===== src/rtl/pry2oht_arb.sv =====
// pry2oht_arb: round-robin arbiter with a registered one-hot grant and a
// valid/ready handshake on the grant side.
//
// Ports:
//   clk      in   1         clock, all state updates on the rising edge
//   rst      in   1         synchronous active-high reset
//   req      in   WIDTH     request vector, any number of bits set
//   gnt      out  WIDTH     registered one-hot grant, zero when gnt_vld=0
//   gnt_idx  out  WIDTH_LOG binary index of the gnt bit, zero when gnt_vld=0
//   gnt_vld  out  1         a grant is being presented
//   gnt_rdy  in   1         consumer accepts the grant (transfer = vld & rdy)
//
// DIRECTION selects the scan order: "LSB" scans upward from bit 0,
// "MSB" scans downward from bit WIDTH-1.

// pry2oht_tree: priority-to-one-hot stage. Keeps only the first set bit of
// pri in scan direction. Each output bit is gated by a "seen" prefix, so
// once the winning bit has been passed, later input bits (even X) are
// ANDed with zero and cannot disturb the result.
module pry2oht_tree #(
  parameter int WIDTH     = 16,
  parameter     DIRECTION = "LSB"
) (
  input  logic [WIDTH-1:0] pri,
  output logic [WIDTH-1:0] oht
);

  localparam bit SCAN_MSB = (DIRECTION == "MSB");

  // Walk the vector in scan order, passing only the first set bit.
  always_comb begin
    logic seen;
    seen = 1'b0;
    oht  = '0;
    if (SCAN_MSB) begin
      for (int i = WIDTH - 1; i >= 0; i--) begin
        oht[i] = pri[i] & ~seen;
        seen   = seen | pri[i];
      end
    end else begin
      for (int i = 0; i < WIDTH; i++) begin
        oht[i] = pri[i] & ~seen;
        seen   = seen | pri[i];
      end
    end
  end

endmodule

module pry2oht_arb #(
  parameter int WIDTH     = 16,
  parameter     DIRECTION = "LSB",
  localparam int WIDTH_LOG = $clog2(WIDTH)
) (
  input  logic                 clk,
  input  logic                 rst,
  input  logic [WIDTH-1:0]     req,
  output logic [WIDTH-1:0]     gnt,
  output logic [WIDTH_LOG-1:0] gnt_idx,
  output logic                 gnt_vld,
  input  logic                 gnt_rdy
);

  localparam bit SCAN_MSB = (DIRECTION == "MSB");

  typedef enum logic {
    IDLE,
    GRANT
  } state_t;

  state_t               state_q, state_d;
  logic [WIDTH-1:0]     msk_q, msk_d;
  logic [WIDTH-1:0]     gnt_d;
  logic [WIDTH_LOG-1:0] gnt_idx_d;

  logic                 xfer;
  logic [WIDTH-1:0]     msk_after;
  logic [WIDTH-1:0]     arb_msk;
  logic [WIDTH-1:0]     masked_req;
  logic [WIDTH-1:0]     oht_masked;
  logic [WIDTH-1:0]     oht_full;
  logic [WIDTH-1:0]     pick;
  logic [WIDTH_LOG-1:0] pick_idx;

  assign gnt_vld = (state_q == GRANT);
  assign xfer    = gnt_vld & gnt_rdy;

  // Mask left behind by the current grant: every bit strictly past the
  // granted bit in scan direction. Empty when the last bit was granted,
  // which makes the next arbitration wrap to the start.
  always_comb begin
    logic acc;
    acc       = 1'b0;
    msk_after = '0;
    if (SCAN_MSB) begin
      for (int i = WIDTH - 1; i >= 0; i--) begin
        msk_after[i] = acc;
        acc          = acc | gnt[i];
      end
    end else begin
      for (int i = 0; i < WIDTH; i++) begin
        msk_after[i] = acc;
        acc          = acc | gnt[i];
      end
    end
  end

  // On a transfer the new mask must already apply to this cycle's
  // arbitration so back-to-back grants honour round-robin order.
  assign arb_msk    = xfer ? msk_after : msk_q;
  assign masked_req = req & arb_msk;

  pry2oht_tree #(.WIDTH(WIDTH), .DIRECTION(DIRECTION)) u_tree_masked (
    .pri (masked_req),
    .oht (oht_masked)
  );

  pry2oht_tree #(.WIDTH(WIDTH), .DIRECTION(DIRECTION)) u_tree_full (
    .pri (req),
    .oht (oht_full)
  );

  assign pick = (|masked_req) ? oht_masked : oht_full;

  // One-hot to binary encode of the arbitration winner.
  always_comb begin
    pick_idx = '0;
    for (int i = 0; i < WIDTH; i++) begin
      if (pick[i]) begin
        pick_idx = pick_idx | WIDTH_LOG'(i);
      end
    end
  end

  // Next-state and next-grant logic. Outside of an accepted transfer the
  // presented grant is frozen regardless of what req does.
  always_comb begin
    state_d   = state_q;
    msk_d     = msk_q;
    gnt_d     = gnt;
    gnt_idx_d = gnt_idx;
    case (state_q)
      IDLE: begin
        if (|req) begin
          state_d   = GRANT;
          gnt_d     = pick;
          gnt_idx_d = pick_idx;
        end
      end
      GRANT: begin
        if (gnt_rdy) begin
          msk_d = msk_after;
          if (|req) begin
            gnt_d     = pick;
            gnt_idx_d = pick_idx;
          end else begin
            state_d   = IDLE;
            gnt_d     = '0;
            gnt_idx_d = '0;
          end
        end
      end
      default: begin
        state_d   = IDLE;
        gnt_d     = '0;
        gnt_idx_d = '0;
      end
    endcase
  end

  // State, grant and mask registers. Reset wins over any transfer and
  // restores plain scan-order priority with an all-ones mask.
  always_ff @(posedge clk) begin
    if (rst) begin
      state_q <= IDLE;
      gnt     <= '0;
      gnt_idx <= '0;
      msk_q   <= '1;
    end else begin
      state_q <= state_d;
      gnt     <= gnt_d;
      gnt_idx <= gnt_idx_d;
      msk_q   <= msk_d;
    end
  end

endmodule


===== config.mk =====
export PLATFORM = sky130hd
export DESIGN_NAME = pry2oht_arb
export DESIGN_NICKNAME = d
export VERILOG_FILES = /design/src/rtl/pry2oht_arb.sv
export SDC_FILE = /design/constraint.sdc
export NUM_CORES = 1
export LEC_CHECK = 0
export CAP_MARGIN = 10
export CORE_MARGIN = 4
export CORE_UTILIZATION = 52
export CTS_CLUSTER_SIZE = 8
export DETAILED_ROUTE_END_ITERATION = 10
export GPL_TIMING_DRIVEN = 0
export PLACE_DENSITY = 0.82
export SLEW_MARGIN = 20
export SYNTH_ARGS = -nofsm -noshare
export SYNTH_HDL_FRONTEND = slang
export SYNTH_SLANG_ARGS = --single-unit
export TNS_END_PERCENT = 100

===== constraint.sdc =====
create_clock -name clk -period 2.95 [get_ports clk]
set_input_delay 0.4425 -clock clk [delete_from_list [all_inputs] [get_ports clk]]
set_output_delay 0.4425 -clock clk [all_outputs]
set_load 0.03 [all_outputs]

# Word level (Yosys, flattened, before mapping)
# Index checks and enable logic that the tools add are counted.
# word_totals
latch_bits	0
ram_bits	0
input_bits	19
romBits	0
word_cells	143
memories	0
out_inout_bits	21
ff_bits	37
# op_classes
mul	0
n_eq_ne	2
mux	28
bitwise_logic	105
addsub	0
reduce_logical	4
order_cmp	0
div_mod_pow	0
shift	0
# op_table
operator	count
16-bit 2-to-1 mux	5
4-bit 2-to-1 mux	11
1-bit OR	42
16-bit one-hot mux with 2 select lines	1
16-bit OR reduction	2
1-bit AND	31
1-bit inverter	31
16-bit AND	1
3-bit 2-to-1 mux	4
4-bit one-hot mux with 2 select lines	1
2-bit 2-to-1 mux	2
2-bit != test (second input constant)	2
2-bit AND reduction	2
1-bit 2-to-1 mux	3
1-bit one-hot mux with 2 select lines	1

# Depth between registers and ports, before layout
# depth
word_depth	51
ltp_mapped	11
depth_no_buf	8

# By module
# A second synthesis with hierarchy kept.
# hier_totals
hier_cells	322
area_unflattened_um2	2688.8
# modules_own_cells
module	cells_each	area_per_inst_um2	seq_area_each_um2	instances
pry2oht_arb	260	2170.8	740.7	1
pry2oht_tree	31	259.0	0.0	2

# Least setup slack after synthesis
# OpenSTA, ideal clock, no wires.
# synth_timing
path_type	flip-flop to flip-flop
from	register state_q (netlist: gnt_vld)
to	register gnt_idx[1]
stages_incl_launch_ff	12
arrival_time_ns	2.675
setup_slack_ns	0.126
period_less_slack_ns	2.824
setup_ns	0.149
path_buffers	3
required_ns	2.801
cell_sequence	dfxtp_1 -> clkbuf_1 -> and2_1 -> buf_2 -> clkbuf_1 -> o21ai_0 -> a21oi_1 -> nor3_4 -> nand3_4 -> o22ai_1 -> a2111oi_1 -> a311oi_2
# synth_via
elab_chain_len	24
elab_cells_between_ends	57
classes_between	eq/ne (2); mux (20); bitwise (33); reduce/logical (2)
# synth_lines
element	line_no	source
from (decl)	71	state_t state_q, state_d;
from (signal assigned)	180	state_q <= state_d;
1-bit AND	86	assign xfer = gnt_vld & gnt_rdy;
16-bit 2-to-1 mux	110	assign arb_msk = xfer ? msk_after : msk_q;
16-bit AND	111	assign masked_req = req & arb_msk;
1-bit OR	43	seen = seen | pri[i];
1-bit inverter or 1-bit OR (tied branches)	42, 43	
1-bit AND (tied with other cells)	42	oht[i] = pri[i] & ~seen;
16-bit 2-to-1 mux (tied with other cells)	123	assign pick = (|masked_req) ? oht_masked : oht_full;
2-bit 2-to-1 mux (tied with other cells) (2 in a row)	129	if (pick[i]) begin
3-bit 2-to-1 mux (tied with other cells) (4 in a row)	129	
4-bit 2-to-1 mux (tied with other cells) (6 in a row)	129	
4-bit 2-to-1 mux or 16-bit 2-to-1 mux (tied branches)	129, 123	
4-bit 2-to-1 mux	129	
4-bit 2-to-1 mux	153	if (|req) begin
4-bit 2-to-1 mux	151	if (gnt_rdy) begin
4-bit one-hot mux with 2 select lines	142	case (state_q)
to (signal assigned)	182	gnt_idx <= gnt_idx_d;
to (decl)	59	output logic [WIDTH_LOG-1:0] gnt_idx,
# Several ways; a longest one is shown, not always the timed one. The select of a mux whose other input is x is not followed.
# A chain may end at the register's enable or synchronous reset.

# Worst setup path after layout
# layout_timing
from	register gnt[0]
to	register gnt_idx[3]
# layout_via
elab_chain_len	29
elab_cells_between_ends	60
classes_between	mux (14); bitwise (45); reduce/logical (1)
# layout_lines
element	line_no	source
from (decl)	58	output logic [WIDTH-1:0] gnt,
from (signal assigned)	181	gnt <= gnt_d;
1-bit OR (14 in a row)	103	acc = acc | gnt[i];
16-bit 2-to-1 mux *	110	
16-bit AND *	111	
16-bit OR reduction	123	
16-bit 2-to-1 mux *	123	
4-bit 2-to-1 mux (7 in a row)	129	
4-bit 2-to-1 mux *	129	
4-bit 2-to-1 mux	153	
4-bit 2-to-1 mux	151	
4-bit one-hot mux with 2 select lines *	142	
# Every way passes the cells marked *; elsewhere a longest branch is shown, timed or not. The select of a mux whose other input is x is not followed.

==> metrics.md <==
| Metric | Value |
|---|---|
| Mapped cell area | `2205 um2` |
| HPWL Detailed | `4.974 mm` |
| Worst reg-to-reg path cell count | `10` |
| Yosys top cell by area | `dfxtp_1` |
| Asr flop ratio synth | `0%` |
| Number of max-cap violations | `0` |
| Seq/Total Area, Yosys | `between 30% and 40%` |
| Reg2reg end | `gnt_idx[3]` |
| Worst slew margin | `between 40% and 50%` |
| WHS Path Cells | `2` |
| Vias | `between 2000 and 3000` |
| FP Rows | `23` |
| Final Cell Area | `3075 um2` |
| Pwr Density | `422.0 nW/um2` |
| Die X | `roughly 73 um` |
| Synth cell types | `59` |
| GP Congestion | `0.9109` |
| Post-synth EDFFs | `0` |
| CTS tree | `built` |
| Leak | `around 1.1 nW` |
| Drt wl/cell | `approximately 21 um` |
| Cells after DPL | `368` |
| Final period util | `102.3%` |
| Area Overhead vs Synth | `39.50%` |
| P_sw | `around 460 uW` |
| Register clock-pin slew on the reported worst setup and hold paths | `approximately 90 ps` |
| Worst-path fanout max | `7` |
| Type of the worst setup path | `reg -> reg` |
| Post-Route WL | `roughly 8.2 mm` |
| Slack of the critical path | `-68.81 ps` |
| Top post-synthesis cells by area | `dfxtp_1 (34%), a21oi_1 (5.7%), nand2_1 (5.3%)` |
| Syn Inst Count | `between 200 and 300` |
| Worst VDD drop | `0.2985 mV` |
| Max Clock Freq | `around 330 MHz` |
| TNS Setup | `-88.98 ps` |
| Die height | `roughly 73 um` |
| Num CTS Buffers | `5` |
| Clk sinks | `37` |
| Clk_skew | `12.79 ps` |
| DRC Markers | `0` |
| Final Non-Filler Cells | `392` |
| Gr ovfl total | `0` |
| Tmin final | `3019 ps` |
| Most numerous cell in the Yosys netlist | `dfxtp_1` |
| Worst endpoint required time | `between 3000 and 4000 ps` |
| Top post-synthesis cells by count | `dfxtp_1 (37), nand2_1 (31), a21oi_1 (25), nand3_1 (22), nor2_1 (21)` |
| DRT iter0 DRCs | `between 400 and 500` |
| Router iterations before antenna repair | `5` |
| Clk buf depth | `2` |
| Core Area | `between 4000 and 5000 um2` |
| Num ports | `40` |
| Latest clock arrival within the worst-skew pair | `300 ps` |
| DP Area | `approximately 2600 um2` |
| Vias in the first global route | `approximately 2300` |
| Hold/Removal Path Class | `reg -> reg` |
| GRT Total Usage | `26.85%` |
| FF-to-FF Start | `gnt[0]` |
| Worst hold path startpoint | `gnt[15]` |
| Critical Path Start Type | `flop` |
| Worst Tran Pin Value | `between 800 and 900 ps` |
| H-tree depth | `2` |
| Hold EP | `gnt[15]` |
| Worst path arrival time | `between 3000 and 4000 ps` |
| Failing checks | `negative setup slack` |
| Syn_area_per_cell | `between 7 and 8 um2` |
| PortBufs | `37` |
| Dpl ws | `-535.0 ps` |
| Yosys warns | `0` |
| ANT nets after route | `0` |
| Post-synth top area share | `between 30% and 40%` |
| Final Hold Viols | `0` |
| Pin count of the biggest net entering global routing | `14` |
| Status | `complete, but fails checks` |
| Critical Path End Type | `flop` |
| Vias per std cell | `a little under 7` |
| Flop pwr share | `a little over two fifths` |
| Share of layout cells above drive strength 1 | `between 20% and 30%` |
| Initial core utilization | `54.33%` |
| Ant. Diodes | `0` |
| FF+latch count, synth | `37` |
| First-pass GRT wire length | `roughly 11 mm` |
| Final-report setup violation count | `2` |
| Switching Share | `35.11%` |
| Comb power frac | `between 20% and 30%` |
| R2R Setup Slk | `-70 ps` |
| Synth Flop Type | `dfxtp_1` |
| CTS Root Cell | `clkbuf_8` |
| Clock network power share | `29.6%` |
| Post-Syn Nets | `300` |
| Total power | `1.298 mW` |
| Pint | `about 840 uW` |
| Total die area | `~5300 um2` |
| Final net count | `360` |
| Antenna violations before repair | `0` |
| Final Max Tran Viols | `0` |
worst max-delay path: stages, from the launching register on:
cell      delay (ps)
dfxtp_4          360
or4_1            550
buf_6            170
or3_4            380
o221a_4          260
nor3_4           270
buf_4            170
nand4_1          110
a21boi_2         270
nor3_1           110
a311oi_1         260
power groups by stage:
stage | clock network [mW] | logic [mW] | registers, mW
after floorplan | 0 | 0.179 | 0.569
after global placement | 0 | 0.286 | 0.556
after detailed placement | 0 | 0.288 | 0.557
after CTS | 0.370 | 0.298 | 0.548
after global routing | 0.398 | 0.383 | 0.552
final | 0.385 | 0.364 | 0.549
area by class of cell:
type                    count  area [um2]
flip-flops and latches     37       748.2
well taps                  50       62.56
plain buffers              15       76.32
repair buffers             54       510.5
clock buffers               5       68.82
clock inverters             3       22.52
multi-input cells         221        1560
fillers                   282       982.2
inverters                   7       26.28
metrics by stage:
stage | util (%) | hold WS (ps)
2_1_floorplan | - | 446.0
3_3_place_gp | 65.00 | 461.6
3_5_place_dp | 65.00 | 465.6
4_1_cts | 69.47 | 479.2
5_1_grt | 75.79 | 489.0
6_report | 75.79 | 479.5
routing by layer:
| layer | global-route usage, % | wire (um) | vias to the layer above |
|---|---|---|---|
| met5 | 0 | 0 | - |
| met4 | 11.27 | 308 | 0 |
| met3 | 4.408 | 945 | 45 |
| met2 | 40.22 | 3780 | 225 |
| met1 | 37.93 | 3184 | 1240 |
| li1 | - | - | 1171 |
registers in the layout (all words and copies together), names as in the netlist:
register,cells
gnt,16
gnt_idx,4
gnt_vld,1
msk_q,16
cells in the final DEF, fill, tap and decap left out, types with 3 or more instances in the layout:
cell type	n
dfxtp_1	33
nand3_1	22
inv_1	7
clkdlybuf4s50_1	36
a311oi_1	3
a21oi_1	24
o22ai_1	3
a21o_1	6
clkinvlp_4	3
nor4_1	4
clkbuf_1	7
or2_2	8
or3_1	3
nand2b_1	12
clkbuf_8	5
nand3b_1	3
o21ai_0	8
a31oi_1	3
or4_4	3
buf_4	16
nor3_4	3
or4_1	3
nor3_1	8
clkbuf_2	3
nand2_1	29
dfxtp_2	3
nor2_1	17
cell families (layout without fill, tap and decap cells):
kind of cell	Yosys count	count (layout)	share of synthesized area, %
mux	2	2	0.9081
flops	37	37	33.60
compound gates	83	83	27.13
simple gates	136	136	34.11
buf+inv	23	84	4.257
worst max path at each step:
stage / endpoint / start / slack (ps) / depth (start not counted)
2_1_floorplan: gnt_idx[1] / gnt_vld / 130 / 11
3_3_place_gp: gnt[4] / req[1] / -520 / 10
3_5_place_dp: gnt[10] / req[1] / -540 / 10
4_1_cts: gnt[4] / req[1] / 0.06 / 10
5_1_grt: gnt_idx[3] / gnt_vld / -50 / 11
6_report: gnt_idx[3] / gnt[0] / -70 / 10
what timing repair did:
action | 4_1_cts | 5_1_grt
gates resized for setup | 15 | 36
setup endpoints to repair | 20 | 20
pin swaps | 2 | 9
buffers inserted | 2 | 15
hold buffers | 0 | 0
No activity file was read; power rests on OpenSTA's default activity.
